===== src/rtl/fp_pkg.sv =====
// Shared types and constants for the floating-point add/normalize datapath.
package fp_pkg;

  localparam int          MANT_W  = 32;
  localparam int          EXP_W   = 8;
  localparam logic [7:0]  EXP_MAX = 8'hFF;
  localparam int          GRS_W   = 8;

  typedef struct packed {
    logic        sign;
    logic [7:0]  exponent;
    logic [22:0] fraction;
  } fp32_t;

  typedef struct packed {
    logic              sign;
    logic [EXP_W-1:0]  exponent;
    logic [MANT_W:0]   sum;
  } stage1_t;

endpackage


===== src/rtl/lzc32.sv =====
// Combinational 32-bit leading-zero counter; reports 32 for an all-zero input.
module lzc32 (
  input  logic [31:0] i_data,
  output logic [5:0]  o_count
);

  always_comb begin
    o_count = 6'd32;
    for (int i = 0; i < 32; i++) begin
      if (i_data[i]) o_count = 6'(31 - i);
    end
  end

endmodule


===== src/rtl/fp_add_normalize.sv =====
// Two-stage mantissa add, normalize, round-to-nearest-even and IEEE-754 pack.
// Optional status output {overflow, inexact, zero} under macro FPADD_STATUS_EN.
module fp_add_normalize
  import fp_pkg::*;
(
  input  logic              clk,
  input  logic              reset,
  input  logic              valid_in,
  output logic              ready_in,
  input  logic              signA,
  input  logic              signB,
  input  logic [EXP_W-1:0]  exponentIn,
  input  logic [MANT_W-1:0] alignedMantissaA,
  input  logic [MANT_W-1:0] alignedMantissaB,
  output logic              valid_out,
  input  logic              ready_out,
  output logic [31:0]       result
`ifdef FPADD_STATUS_EN
  ,
  output logic [2:0]        status
`endif
);

  function automatic logic round_up(input logic [31:0] m);
    return m[GRS_W-1] & (m[GRS_W-2] | (|m[GRS_W-3:0]) | m[GRS_W]);
  endfunction

  function automatic logic is_overflow(input logic [8:0] exp_field);
    return exp_field >= {1'b0, EXP_MAX};
  endfunction

  logic    r_vld_p1, r_vld_p2;
  stage1_t r_s1_p1;
  logic [31:0] r_result_p2;
  logic    w_adv1, w_adv2;

  assign w_adv2    = !r_vld_p2 || ready_out;
  assign w_adv1    = !r_vld_p1 || w_adv2;
  assign ready_in  = w_adv1;
  assign valid_out = r_vld_p2;
  assign result    = r_result_p2;

  // ---- stage 1: signed-magnitude add/subtract ----
  stage1_t w_s1;
  always_comb begin
    w_s1.exponent = (exponentIn == '0) ? EXP_W'(1) : exponentIn;
    w_s1.sign     = 1'b0;
    w_s1.sum      = '0;
    if (signA == signB) begin
      w_s1.sum  = {1'b0, alignedMantissaA} + {1'b0, alignedMantissaB};
      w_s1.sign = signA;
    end else if (alignedMantissaA > alignedMantissaB) begin
      w_s1.sum  = {1'b0, alignedMantissaA} - {1'b0, alignedMantissaB};
      w_s1.sign = signA;
    end else if (alignedMantissaB > alignedMantissaA) begin
      w_s1.sum  = {1'b0, alignedMantissaB} - {1'b0, alignedMantissaA};
      w_s1.sign = signB;
    end
  end

  always_ff @(posedge clk) begin
    if (w_adv1 && valid_in) r_s1_p1 <= w_s1;
  end

  // ---- stage 2: normalize, round, pack ----
  logic [5:0]  w_lz;
  logic [7:0]  w_shift, w_shift_lim;
  logic [31:0] w_norm_m;
  logic [8:0]  w_exp9, w_exp_field;
  logic [31:0] w_rounded;
  logic        w_zero, w_ovf;
  fp32_t       w_res;

  lzc32 u_lzc (.i_data(r_s1_p1.sum[31:0]), .o_count(w_lz));

  always_comb begin
    w_shift_lim = r_s1_p1.exponent - 8'd1;
    w_shift     = '0;
    if (r_s1_p1.sum[32]) begin
      w_norm_m = {r_s1_p1.sum[32:2], r_s1_p1.sum[1] | r_s1_p1.sum[0]};
      w_exp9   = {1'b0, r_s1_p1.exponent} + 9'd1;
    end else begin
      // Never shift below exponent 1; whatever remains unnormalized is subnormal.
      w_shift  = ({2'b00, w_lz} < w_shift_lim) ? {2'b00, w_lz} : w_shift_lim;
      w_norm_m = r_s1_p1.sum[31:0] << w_shift;
      w_exp9   = {1'b0, r_s1_p1.exponent} - {1'b0, w_shift};
    end
    w_exp_field = w_norm_m[31] ? w_exp9 : 9'd0;
    // Adding into the packed {exp, frac} lets fraction carry bump the exponent.
    w_rounded   = {w_exp_field, w_norm_m[30:8]} + 32'(round_up(w_norm_m));
    w_ovf       = is_overflow(w_rounded[31:23]);
    w_zero      = (r_s1_p1.sum == '0);
    if (w_zero)     w_res = '0;
    else if (w_ovf) w_res = '{sign: r_s1_p1.sign, exponent: EXP_MAX, fraction: 23'd0};
    else            w_res = {r_s1_p1.sign, w_rounded[30:0]};
  end

`ifdef FPADD_STATUS_EN
  logic [2:0] w_status;
  assign w_status = {w_ovf & ~w_zero, (|w_norm_m[GRS_W-1:0]) | (w_ovf & ~w_zero), w_zero};
`endif

  always_ff @(posedge clk or posedge reset) begin
    if (reset) begin
      r_vld_p1    <= 1'b0;
      r_vld_p2    <= 1'b0;
      r_result_p2 <= '0;
`ifdef FPADD_STATUS_EN
      status      <= '0;
`endif
    end else begin
      if (w_adv1) r_vld_p1 <= valid_in;
      if (w_adv2) begin
        r_vld_p2 <= r_vld_p1;
        if (r_vld_p1) begin
          r_result_p2 <= w_res;
`ifdef FPADD_STATUS_EN
          status      <= w_status;
`endif
        end
      end
    end
  end

endmodule

===== config.mk =====
export PLATFORM = sky130hd
export DESIGN_NAME = fp_add_normalize
export DESIGN_NICKNAME = d
export VERILOG_FILES = /design/src/rtl/fp_pkg.sv /design/src/rtl/lzc32.sv /design/src/rtl/fp_add_normalize.sv
export SDC_FILE = /design/constraint.sdc
export NUM_CORES = 1
export LEC_CHECK = 0
export ABC_CLOCK_PERIOD_IN_PS = 10600
export BUFFER_PORTS_ARGS = -buffer_cell sky130_fd_sc_hd__buf_4
export CELL_PAD_IN_SITES_DETAIL_PLACEMENT = 1
export CELL_PAD_IN_SITES_GLOBAL_PLACEMENT = 1
export CORE_AREA = 2 2 171 173
export CTS_CLUSTER_DIAMETER = 40
export DETAILED_ROUTE_END_ITERATION = 10
export DIE_AREA = 0 0 173 175
export GPL_TIMING_DRIVEN = 0
export PLACE_DENSITY = 0.91
export SYNTH_ARGS = -nofsm -noshare
export SYNTH_HDL_FRONTEND = slang
export SYNTH_SLANG_ARGS = --single-unit

===== constraint.sdc =====
create_clock -name clk -period 10.6 [get_ports clk]
set_input_delay 2.12 -clock clk [delete_from_list [all_inputs] [get_ports clk]]
set_output_delay 2.12 -clock clk [all_outputs]
set_load 0.005 [all_outputs]

==> impl_results.rst, run 1 <==
.. list-table::
   :header-rows: 1

   * - Metric
     - Value
   * - CTS tree
     - done
   * - Pin count of the biggest net entering global routing
     - 43
   * - Overflow left after global routing
     - 0
   * - Sum of negative setup slack
     - 0 ns
   * - Post-DR vias/cell
     - 7.18
   * - Post-DP HPWL
     - 53700 microns
   * - Hold violation total from the final report
     - 0
   * - Max Fclk
     - 104 MHz
   * - Number of flops mapped to enable cells by yosys
     - 42
   * - Path type of the worst setup path
     - reg2reg
   * - Num ports
     - 112
   * - Start point of the critical path
     - r_s1_p1[9]
   * - Tcrit/Tclk final
     - 0.910
   * - Top cell type's share of synthesized area
     - 0.100
   * - Number of levels the H-tree was split into
     - 3
   * - Setup Skew
     - 0.0115 ns
   * - Average size of a mapped cell
     - 7.37 sq um
   * - Crit end category
     - flop
   * - Final worst path period need
     - 9.64 ns
   * - Violation count after the first detailed-route iteration
     - 2137
   * - Worst Tran Pin Value
     - 1.42 ns
   * - CP max FO
     - 10
   * - Final std cell area, no fill
     - 15700 sq um
   * - First-pass GRT wire length
     - 106000 microns
   * - Area growth from synthesis to final layout
     - 11.4%
   * - Final RePlAce weighted congestion
     - 1.05
   * - Final Routed Wirelength
     - 69500 microns
   * - Cts-stage hold buffer count
     - 0
   * - Fraction of registers with async set or reset after synthesis
     - 0.447
   * - Die area
     - 30300 sq um
   * - Number of inserted filler cells in the final layout
     - 3681
   * - Main flop type after synthesis
     - edfxtp_1
   * - Leak Pwr
     - 6.69 nW
   * - Overall power after layout
     - 2.34 mW
   * - Max Buffers Root-to-Sink
     - 2
   * - Total number of vias
     - 17381
   * - Horizontal extent of the die
     - 173 microns
   * - Total area of sequential cells
     - 2110 sq um
   * - Clock-pin slew reported for the worst setup and hold paths after clock tree synthesis
     - 0.08 ns
   * - Hold path startpoint
     - result[24]
   * - Cell area after synthesis
     - 14100 sq um
   * - Fraction of layout cells with a size suffix above 1
     - 0.149
   * - Sinks on Clock Net
     - 76
   * - Required arrival time at the worst endpoint
     - 10.86 ns
   * - Routed length per placed instance
     - 28.7 microns
   * - Hold WS
     - 0.482 ns
   * - Number of buffers added by the clock tree synthesis step
     - 9
   * - Max-Cap Viols
     - 0
   * - Final antenna diode count
     - 0
   * - Pwr/cell area
     - 149 nW/um^2
   * - Headroom to the max-slew limit
     - 0.0529
   * - Setup repair after global routing missed its margin
     - no
   * - Category of the worst setup path launch point
     - flop
   * - Y dimension of the die
     - 175 microns
   * - Internal
     - 1.10 mW
   * - Total global-route track usage
     - 0.445
   * - Area used by multi-input combinational logic
     - 10700 sq um
   * - Synthesized netlist net count
     - 2104
   * - Warnings, synthesis
     - 0
   * - Initial antenna violation count
     - 1
   * - Slowest Stage Delay on Critical Path
     - 0.80 ns
   * - Part of the Yosys area used for sequential elements
     - 0.150
   * - Insertion delay to the later sink of the worst-skew pair
     - 0.37 ns
   * - Slowest stage cell, crit path
     - nor4_1
   * - Count of standard-cell rows
     - 62
   * - Finished Layout Cells
     - 2420
   * - Grt met1 use
     - 0.497
   * - Register share of total power
     - 0.195
   * - Clk Tree Root Cell
     - clkbuf_16
   * - Number of max-slew violations in the final report
     - 0
   * - Fraction of power consumed by the clock network
     - 0.140
   * - Starting density of the core
     - 0.496
   * - Critical Path AT
     - 9.90 ns
   * - Via count of the first global-routing pass
     - 18067
   * - Post-placement cell area
     - 15400 sq um
   * - Most frequent cell on the critical path
     - buf_4
   * - Count of placed standard cells including taps
     - 2404
   * - Path type of the worst min-delay path
     - reg2reg
   * - Switching power
     - 1.24 mW
   * - Antenna Violating Nets Remaining
     - 0
   * - Count of buffers added by post-CTS timing repair for setup
     - 0
   * - #FFs+latches synth
     - 76
   * - Post-synthesis cell count
     - 1909
   * - Proportion of total power due to net switching
     - 0.530
   * - Met2 global-route usage
     - 0.747
   * - Max rail drop VDD
     - 0.0000817 V
   * - Post-synth top area cell
     - ha_1
   * - Status
     - complete, no violations
   * - Logic gate share of total power
     - 0.665
   * - Total DRC errors in the routed layout
     - 0
   * - Beginning of the worst register-to-register path
     - r_s1_p1[9]
   * - Final setup fails
     - 0
   * - Highest-utilization routing layer at the global route stage
     - met2
   * - Number of nets in the layout
     - 2226
   * - Core footprint
     - 28400 sq um
   * - Number of unique standard cell types used by synthesis
     - 107
   * - Dominant cells by area after synthesis
     - ha_1, edfxtp_1, nand2_1
   * - GR met3 Demand/Resource
     - 0.0966
   * - Number of instances resized during post-cts repair
     - 0
   * - Port-buffer cells
     - 111
   * - Length of the first detailed-routing pass in iterations
     - 6
[cells in the mapped netlist (all sizes together) (49+ instances only)]
master and count:
nand2 240, a21oi 147, o21ai 90, inv 125, ha 113, nor2 144, a21o 49, a211oi 52
buf 65, nor3 65, nand3 51, clkbuf 83
[worst paths after layout]
check	endpoint	slack, ns	cells after the start
setup reg to reg	result[26]	0.96	34
hold / removal	result[24]	0.48	1
setup / recovery	result[26]	0.96	34
hold reg to reg	result[24]	0.48	1
min in group asynchronous	result[3]	1.89	2
max in group asynchronous	valid_out	8.20	2
[per-layer routing]
metal / routed length (microns) / vias to the layer above / share of wire
met5: 0 / - / 0
met4: 5840 / 0 / 0.084
met3: 6310 / 422 / 0.091
met2: 32400 / 1218 / 0.47
met1: 25000 / 8393 / 0.36
li1: - / 7348 / -
[placed cells by master, fill, tap and decap left out, types with 14 or more instances in the layout]
cell type,instances
inv_1,118
a21o_1,49
nand2_1,237
nand4_1,16
a221oi_1,14
xnor2_1,44
o211ai_1,24
buf_2,38
nand3_1,46
dfrtp_1,34
nand2b_1,19
o41ai_2,17
xor2_1,21
and3_1,17
buf_4,123
o21ai_0,71
o21a_1,14
clkbuf_1,83
nor2b_1,18
o21bai_1,33
a211oi_1,38
a31oi_1,27
o221ai_1,19
ha_1,113
nor4_1,19
a221o_1,15
a21oi_1,145
edfxtp_1,42
nor2_1,140
nor3_1,61
o22ai_1,36
a22oi_1,47
[flip-flops by register name, summed over array words and instances, names as in the netlist]
name	count
r_s1_p1	42
r_vld_p1	1
result	32
valid_out	1
[cell type report]
cell class	instances	area share
plain buffers	148	0.0471
clock buffers	9	0.0144
clock inverters	7	0.00415
inverters	128	0.0308
multi-input cells	1557	0.685
flip-flops and latches	76	0.135
well taps	384	0.0306
repair buffers	111	0.0532
[critical path, delay by kind of cell (launching register included)]
kind,cells,cell delay [ns]
fa+ha+maj,3,0.76
buf+inv,10,2.00
flops,1,0.41
mux,1,0.68
simple gates,6,1.77
compound gates,13,3.63
xor+xnor,1,0.26
[kinds of logic (layout without fill, tap and decap cells)]
family                   count (synthesis)  count (layout)  share of synthesized area
XOR/XNOR                                65              65                     0.0405
AND/OR/NAND/NOR                        648             648                      0.222
AO/OA/AOI/OAI                          706             706                      0.377
flip-flops                              76              76                      0.150
multiplexers                            21              21                     0.0180
buffers and inverters                  276             403                     0.0868
adder cells (fa/ha/maj)                117             117                      0.106
[power by group through the flow]
stage | clock network (mW) | registers (mW) | logic, mW
2_1_floorplan | 0 | 0.444 | 0.939
3_3_place_gp | 0 | 0.450 | 1.41
3_5_place_dp | 0 | 0.457 | 1.48
4_1_cts | 0.322 | 0.453 | 1.49
5_1_grt | 0.329 | 0.462 | 1.63
6_report | 0.327 | 0.456 | 1.56
[through the flow]
| stage | setup slack [ns] | util |
|---|---|---|
| after global placement | 2.07 | 0.542 |
| final | 0.956 | 0.552 |
| after floorplan | 3.75 | - |
| after CTS | 1.50 | 0.552 |
| after detailed placement | 1.69 | 0.542 |
| after global routing | 0.535 | 0.552 |
No activity file was read; power rests on OpenSTA's default activity.
==> run 2, diff against run 1 <==
- CORE_AREA: 2 2 171 173 -> 2 2 204 206
- DIE_AREA: 0 0 173 175 -> 0 0 206 208
- PLACE_DENSITY: 0.91 -> 0.68
==> run 2 against run 1 <==
  * Cell count grew 6.1%
  * Worst setup slack gained 0.47 ns
  * Sequential share of layout area fell by 0.17 points
  * Cell area is 1.3% higher
  * Clock-buffer cell count up 2
==> impl_results.rst, run 2 (same netlist as run 1, synthesis figures left out) <==
.. list-table::
   :header-rows: 1

   * - Metric
     - Value
   * - Routed length per placed instance
     - 25.8 microns
   * - Post-DP HPWL
     - 52800 microns
   * - Final RePlAce weighted congestion
     - 1.00
   * - Switching power
     - 1.17 mW
   * - Clk Tree Root Cell
     - clkbuf_16
   * - Register share of total power
     - 0.197
   * - Tcrit/Tclk final
     - 0.865
   * - Category of the worst setup path launch point
     - flop
   * - Final standard cell utilization of the core
     - 0.391
   * - Horizontal extent of the die
     - 206 microns
   * - Final std cell area, no fill
     - 15900 sq um
   * - Number of max-slew violations in the final report
     - 0
   * - Num ports
     - 112
   * - Via count of the first global-routing pass
     - 16558
   * - Insertion delay to the later sink of the worst-skew pair
     - 0.35 ns
   * - Number of buffers added by the clock tree synthesis step
     - 9
   * - Area growth from synthesis to final layout
     - 12.8%
   * - Number of levels the H-tree was split into
     - 3
   * - Slowest stage cell, crit path
     - nor4_1
   * - Commonest non-fill, non-tap cell in the layout
     - nand2_1
   * - Setup Skew
     - 0.0143 ns
   * - Post-DR vias/cell
     - 6.26
   * - Number of inserted filler cells in the final layout
     - 5097
   * - Final setup fails
     - 0
   * - Initial antenna violation count
     - 0
   * - Count of standard-cell rows
     - 74
   * - Antenna Violating Nets Remaining
     - 0
   * - Overflow left after global routing
     - 0
   * - Register name with the most flops
     - r_s1_p1
   * - Largest register FFs
     - 42
   * - R2R setup slack
     - 1.43 ns
   * - Logic gate share of total power
     - 0.662
   * - Number of instances resized during post-cts repair
     - 0
   * - Max Buffers Root-to-Sink
     - 2
   * - Cts-stage hold buffer count
     - 0
   * - Violation count after the first detailed-route iteration
     - 1459
   * - Most frequent cell on the critical path
     - buf_2
   * - Beginning of the worst register-to-register path
     - r_s1_p1[9]
   * - Slowest Stage Delay on Critical Path
     - 0.76 ns
   * - Total number of vias
     - 16072
   * - Sinks on Clock Net
     - 76
   * - Fraction of layout cells with a size suffix above 1
     - 0.149
   * - Hold violation total from the final report
     - 0
   * - Path type of the worst min-delay path
     - reg2reg
   * - Required arrival time at the worst endpoint
     - 10.81 ns
   * - Most frequent cells in the layout
     - nand2_1, a21oi_1, nor2_1, buf_4, inv_1
   * - Final worst path period need
     - 9.17 ns
   * - Status
     - complete, no violations
   * - Fraction of power consumed by the clock network
     - 0.141
   * - Die area
     - 42800 sq um
   * - Length of the first detailed-routing pass in iterations
     - 7
   * - Port-buffer cells
     - 111
   * - Final antenna diode count
     - 0
   * - Total DRC errors in the routed layout
     - 0
   * - Total global-route track usage
     - 0.307
   * - Starting density of the core
     - 0.347
   * - Max-Cap Viols
     - 0
   * - Start point of the critical path
     - r_s1_p1[9]
   * - Count of buffers added by post-CTS timing repair for setup
     - 0
   * - Max rail drop VDD
     - 0.0000745 V
   * - Clock-pin slew reported for the worst setup and hold paths after clock tree synthesis
     - 0.07 ns
   * - Sum of negative setup slack
     - 0 ns
   * - Proportion of total power due to net switching
     - 0.512
   * - Setup repair after global routing missed its margin
     - no
   * - Crit end category
     - flop
   * - Pin count of the biggest net entering global routing
     - 43
   * - First-pass GRT wire length
     - 102000 microns
   * - Max Fclk
     - 109 MHz
   * - Final Routed Wirelength
     - 66200 microns
   * - Core footprint
     - 40600 sq um
   * - Hold path startpoint
     - result[28]
   * - Worst Tran Pin Value
     - 1.28 ns
   * - Critical Path AT
     - 9.38 ns
   * - Path type of the worst setup path
     - reg2reg
   * - Headroom to the max-slew limit
     - 0.137
   * - Internal
     - 1.11 mW
   * - Pwr/cell area
     - 144 nW/um^2
   * - Leak Pwr
     - 6.70 nW
   * - Post-placement cell area
     - 15600 sq um
   * - Number of nets in the layout
     - 2226
   * - CP max FO
     - 10
   * - Y dimension of the die
     - 208 microns
   * - CTS tree
     - done
[run 2: changes by cell type in the layout (fill, tap and decap cells not counted), sizes merged]
| cell | before | now |
|---|---|---|
| clkinvlp | 1 | 0 |
| clkbuf | 92 | 94 |
| inv | 129 | 127 |
| clkinv | 5 | 6 |
[run 2: worst paths after layout]
| check | to | depth (start not counted) |
|---|---|---|
| min | result[28] | 1 |
| max | result[15] | 30 |
| min in group asynchronous | result[11] | 2 |
| max in group asynchronous | result[27] | 2 |
| max reg2reg | result[15] | 30 |
| min reg2reg | result[28] | 1 |
[run 2: metal layers]
layer  share of wire  track usage  vias to the layer above
met2            0.49        0.530                      629
met4           0.041        0.114                        0
met5               0            0                        -
li1                -            -                     7348
met1            0.41        0.388                     7955
met3           0.059       0.0351                      140
[run 2: power groups by stage]
| stage | logic, mW | registers [mW] | clock network (mW) |
|---|---|---|---|
| 6_report | 1.51 | 0.449 | 0.322 |
| 5_1_grt | 1.62 | 0.458 | 0.340 |
| 4_1_cts | 1.48 | 0.449 | 0.329 |
| 3_5_place_dp | 1.47 | 0.455 | 0 |
| 3_3_place_gp | 1.45 | 0.452 | 0 |
| 2_1_floorplan | 0.939 | 0.444 | 0 |
[run 2: layout make-up]
type	instances	area [sq um]	area share
multi-input combinational	1557	10700	0.676
sequential	76	2110	0.133
timing repair buffer	111	833	0.0525
buffer	148	738	0.0465
tap	532	666	0.0419
inverter	128	483	0.0304
clock buffer	11	264	0.0166
clock inverter	5	40.0	0.00252
[run 2: worst max-delay path, delay by kind of cell (launching register included)]
kind | cells | cell delay [ns]
AOI/OAI and AO/OA | 12 | 3.95
adders and majority gates | 2 | 0.42
buffers and inverters | 8 | 1.66
DFF | 1 | 0.38
and+or+nand+nor | 8 | 2.61
[run 2: stage by stage]
stage	power (mW)	cells	hold slack, ns	setup slack, ns
2_1_floorplan	1.38	1909	0.443	3.75
3_3_place_gp	1.90	2552	0.462	1.72
3_5_place_dp	1.93	2552	0.472	1.70
4_1_cts	2.26	2568	0.487	1.61
5_1_grt	2.42	2568	0.499	0.962
6_report	2.28	2568	0.482	1.43
==> run 3, diff against run 2 <==
- CORE_AREA: 2 2 204 206 -> 2 2 200 202
- DIE_AREA: 0 0 206 208 -> 0 0 202 204
- SYNTH_HIERARCHICAL: default -> 1
==> run 3 against run 2 <==
  * Critical path depth up 5
  * Total power down 9.7%
  * Largest cell class unchanged
  * Critical endpoint is now result[5]
  * Synthesized cell count down 7.8%
  * First-iteration DRC count down 31%
  * Clock skew about the same
  * Worst setup slack worse by 0.045 ns
  * Largest power group unchanged
  * Global-route usage down 2.6 points
==> impl_results.rst, run 3 <==
.. list-table::
   :header-rows: 1

   * - Metric
     - Value
   * - Via count of the first global-routing pass
     - 14962
   * - Antenna Violating Nets Remaining
     - 0
   * - Slowest Stage Delay on Critical Path
     - 0.60 ns
   * - Total global-route track usage
     - 0.280
   * - Dominant cells by area after synthesis
     - mux2i_1, ha_1, edfxtp_1
   * - Number of unique standard cell types used by synthesis
     - 89
   * - Part of the Yosys area used for sequential elements
     - 0.157
   * - Headroom to the max-slew limit
     - 0.119
   * - First-pass GRT wire length
     - 89800 microns
   * - Register name with the most flops
     - r_s1_p1
   * - Warnings, synthesis
     - 6
   * - Post-DR vias/cell
     - 6.00
   * - Critical Path AT
     - 9.45 ns
   * - Leading cell type by number of instances after synthesis
     - nand2_1
   * - Num ports
     - 112
   * - Max rail drop VDD
     - 0.0000761 V
   * - Largest register FFs
     - 42
   * - Most frequent cells in the layout
     - nand2_1, a21oi_1, nor2_1, mux2i_1, inv_1
   * - Slowest stage cell, crit path
     - xor2_1
   * - Average size of a mapped cell
     - 7.64 sq um
   * - Starting density of the core
     - 0.343
   * - Area growth from synthesis to final layout
     - 13.2%
   * - Final RePlAce weighted congestion
     - 0.969
   * - Category of the worst setup path launch point
     - flop
   * - Number of flops mapped to enable cells by yosys
     - 42
   * - Number of levels the H-tree was split into
     - 3
   * - Number of instances resized during post-cts repair
     - 0
   * - CP max FO
     - 10
   * - Overflow left after global routing
     - 0
   * - Fraction of layout cells with a size suffix above 1
     - 0.127
   * - Final Routed Wirelength
     - 58100 microns
   * - Fraction of registers with async set or reset after synthesis
     - 0.447
   * - Most frequent cell on the critical path
     - a21oi_1
   * - Post-synthesis cell count
     - 1761
   * - Max-Cap Viols
     - 0
   * - Count of buffers added by post-CTS timing repair for setup
     - 0
   * - Sinks on Clock Net
     - 76
   * - Count of placed standard cells including taps
     - 2398
   * - Core footprint
     - 39200 sq um
   * - Tcrit/Tclk final
     - 0.869
   * - Final antenna diode count
     - 0
   * - Number of nets in the layout
     - 2077
   * - Required arrival time at the worst endpoint
     - 10.83 ns
   * - CTS tree
     - done
   * - Sum of negative setup slack
     - 0 ns
   * - Crit end category
     - flop
   * - Number of max-slew violations in the final report
     - 0
   * - Cell area after synthesis
     - 13500 sq um
   * - Status
     - complete, no violations
   * - Clk Tree Root Cell
     - clkbuf_16
   * - Total number of vias
     - 14472
   * - Commonest non-fill, non-tap cell in the layout
     - nand2_1
   * - Finished Layout Cells
     - 2414
   * - Worst Tran Pin Value
     - 1.31 ns
   * - Path type of the worst setup path
     - reg2reg
   * - Insertion delay to the later sink of the worst-skew pair
     - 0.37 ns
   * - Initial antenna violation count
     - 0
   * - Synthesized netlist net count
     - 1954
   * - Total DRC errors in the routed layout
     - 0
   * - Max Buffers Root-to-Sink
     - 2
   * - Clock-pin slew reported for the worst setup and hold paths after clock tree synthesis
     - 0.07 ns
   * - Final setup fails
     - 0
   * - Die area
     - 41200 sq um
   * - Setup repair after global routing missed its margin
     - no
   * - Setup Skew
     - 0.0141 ns
   * - Port-buffer cells
     - 111
   * - Cts-stage hold buffer count
     - 0
   * - Pwr/cell area
     - 135 nW/um^2
   * - Max Fclk
     - 109 MHz
   * - Top cell type's share of synthesized area
     - 0.105
   * - Horizontal extent of the die
     - 202 microns
   * - Y dimension of the die
     - 204 microns
   * - Violation count after the first detailed-route iteration
     - 1004
   * - Length of the first detailed-routing pass in iterations
     - 5
   * - Hold violation total from the final report
     - 0
   * - Post-synth top area cell
     - mux2i_1
   * - Main flop type after synthesis
     - edfxtp_1
   * - Count of standard-cell rows
     - 73
   * - Path type of the worst min-delay path
     - reg2reg
   * - Number of inserted filler cells in the final layout
     - 4862
   * - Routed length per placed instance
     - 24.1 microns
   * - Number of buffers added by the clock tree synthesis step
     - 9
   * - Leak Pwr
     - 6.70 nW
   * - Most instantiated cells after synthesis
     - nand2_1, a21oi_1, nor2_1
   * - #FFs+latches synth
     - 76
   * - Pin count of the biggest net entering global routing
     - 40
   * - Final worst path period need
     - 9.22 ns
   * - Post-DP HPWL
     - 46800 microns
run 3: cell types whose count changed in the layout (fill, tap and decap cells not counted), sizes merged, moves of 19 or more:
| cell | previous run | this run |
|---|---|---|
| buf | 176 | 149 |
| a22oi | 47 | 8 |
| nor3 | 65 | 46 |
| nand3 | 51 | 31 |
| mux2i | 13 | 145 |
| o31ai | 13 | 41 |
| a211oi | 52 | 27 |
| nand2 | 240 | 154 |
run 3: final cells by class:
cell class              count  area [sq um]  area share
well taps                 525           657      0.0431
clock buffers              13           250      0.0164
repair buffers            112           853      0.0560
clock inverters             3          21.3     0.00140
multi-input cells        1434         10300       0.676
plain buffers             124           572      0.0375
inverters                 127           477      0.0313
flip-flops and latches     76          2110       0.139
run 3: worst paths after layout:
| kind | slack (ns) | depth (start not counted) | end | startpoint |
|---|---|---|---|---|
| setup reg to reg | 1.38 | 35 | result[5] | r_s1_p1[33] |
| min in group asynchronous | 1.90 | 2 | result[4] | reset |
| max in group asynchronous | 8.23 | 2 | result[25] | reset |
| hold / removal | 0.47 | 2 | result[25] | result[25] |
| hold reg to reg | 0.47 | 2 | result[25] | result[25] |
| setup / recovery | 1.38 | 35 | result[5] | r_s1_p1[33] |
run 3: through the flow:
step | setup slack [ns] | hold WS [ns] | util | total power [mW] | instance area, sq um
after floorplan | 3.55 | 0.443 | - | 1.27 | 13500
after detailed placement | 1.38 | 0.459 | 0.382 | 1.75 | 15000
final | 1.38 | 0.468 | 0.389 | 2.06 | 15200
after global placement | 1.52 | 0.456 | 0.381 | 1.72 | 14900
after global routing | 0.755 | 0.505 | 0.389 | 2.20 | 15200
after CTS | 1.31 | 0.473 | 0.389 | 2.06 | 15200
run 3: power breakdown:
part	switching [mW]	internal [mW]	leakage [nW]	total, mW
sequential	0.0790	0.396	0.831	0.475
combinational	0.791	0.493	5.73	1.28
clock	0.137	0.166	0.135	0.303
run 3: cell families (layout without fill, tap and decap cells):
kind of cell	count (synthesis)	count (layout)	synth area share
simple gates	529	529	0.191
flops	76	76	0.157
compound gates	556	556	0.291
xor+xnor	66	66	0.0430
fa+ha+maj	115	115	0.109
mux	168	168	0.131
buf+inv	251	379	0.0779
run 3: routing by layer:
| metal | wire [microns] | vias up | global-route usage |
|---|---|---|---|
| met5 | 0 | - | 0 |
| met4 | 2180 | 0 | 0.112 |
| met3 | 2000 | 107 | 0.0241 |
| met2 | 28900 | 379 | 0.500 |
| met1 | 24900 | 7241 | 0.348 |
| li1 | - | 6745 | - |
run 3: critical path: cells and delay by family, from the launching register on:
kind / cells / cell delay, ns
flip-flops: 1 / 0.39
adder cells (fa/ha/maj): 3 / 0.93
buffers and inverters: 11 / 2.70
AO/OA/AOI/OAI: 12 / 2.70
multiplexers: 2 / 0.67
XOR/XNOR: 2 / 0.81
AND/OR/NAND/NOR: 5 / 0.84
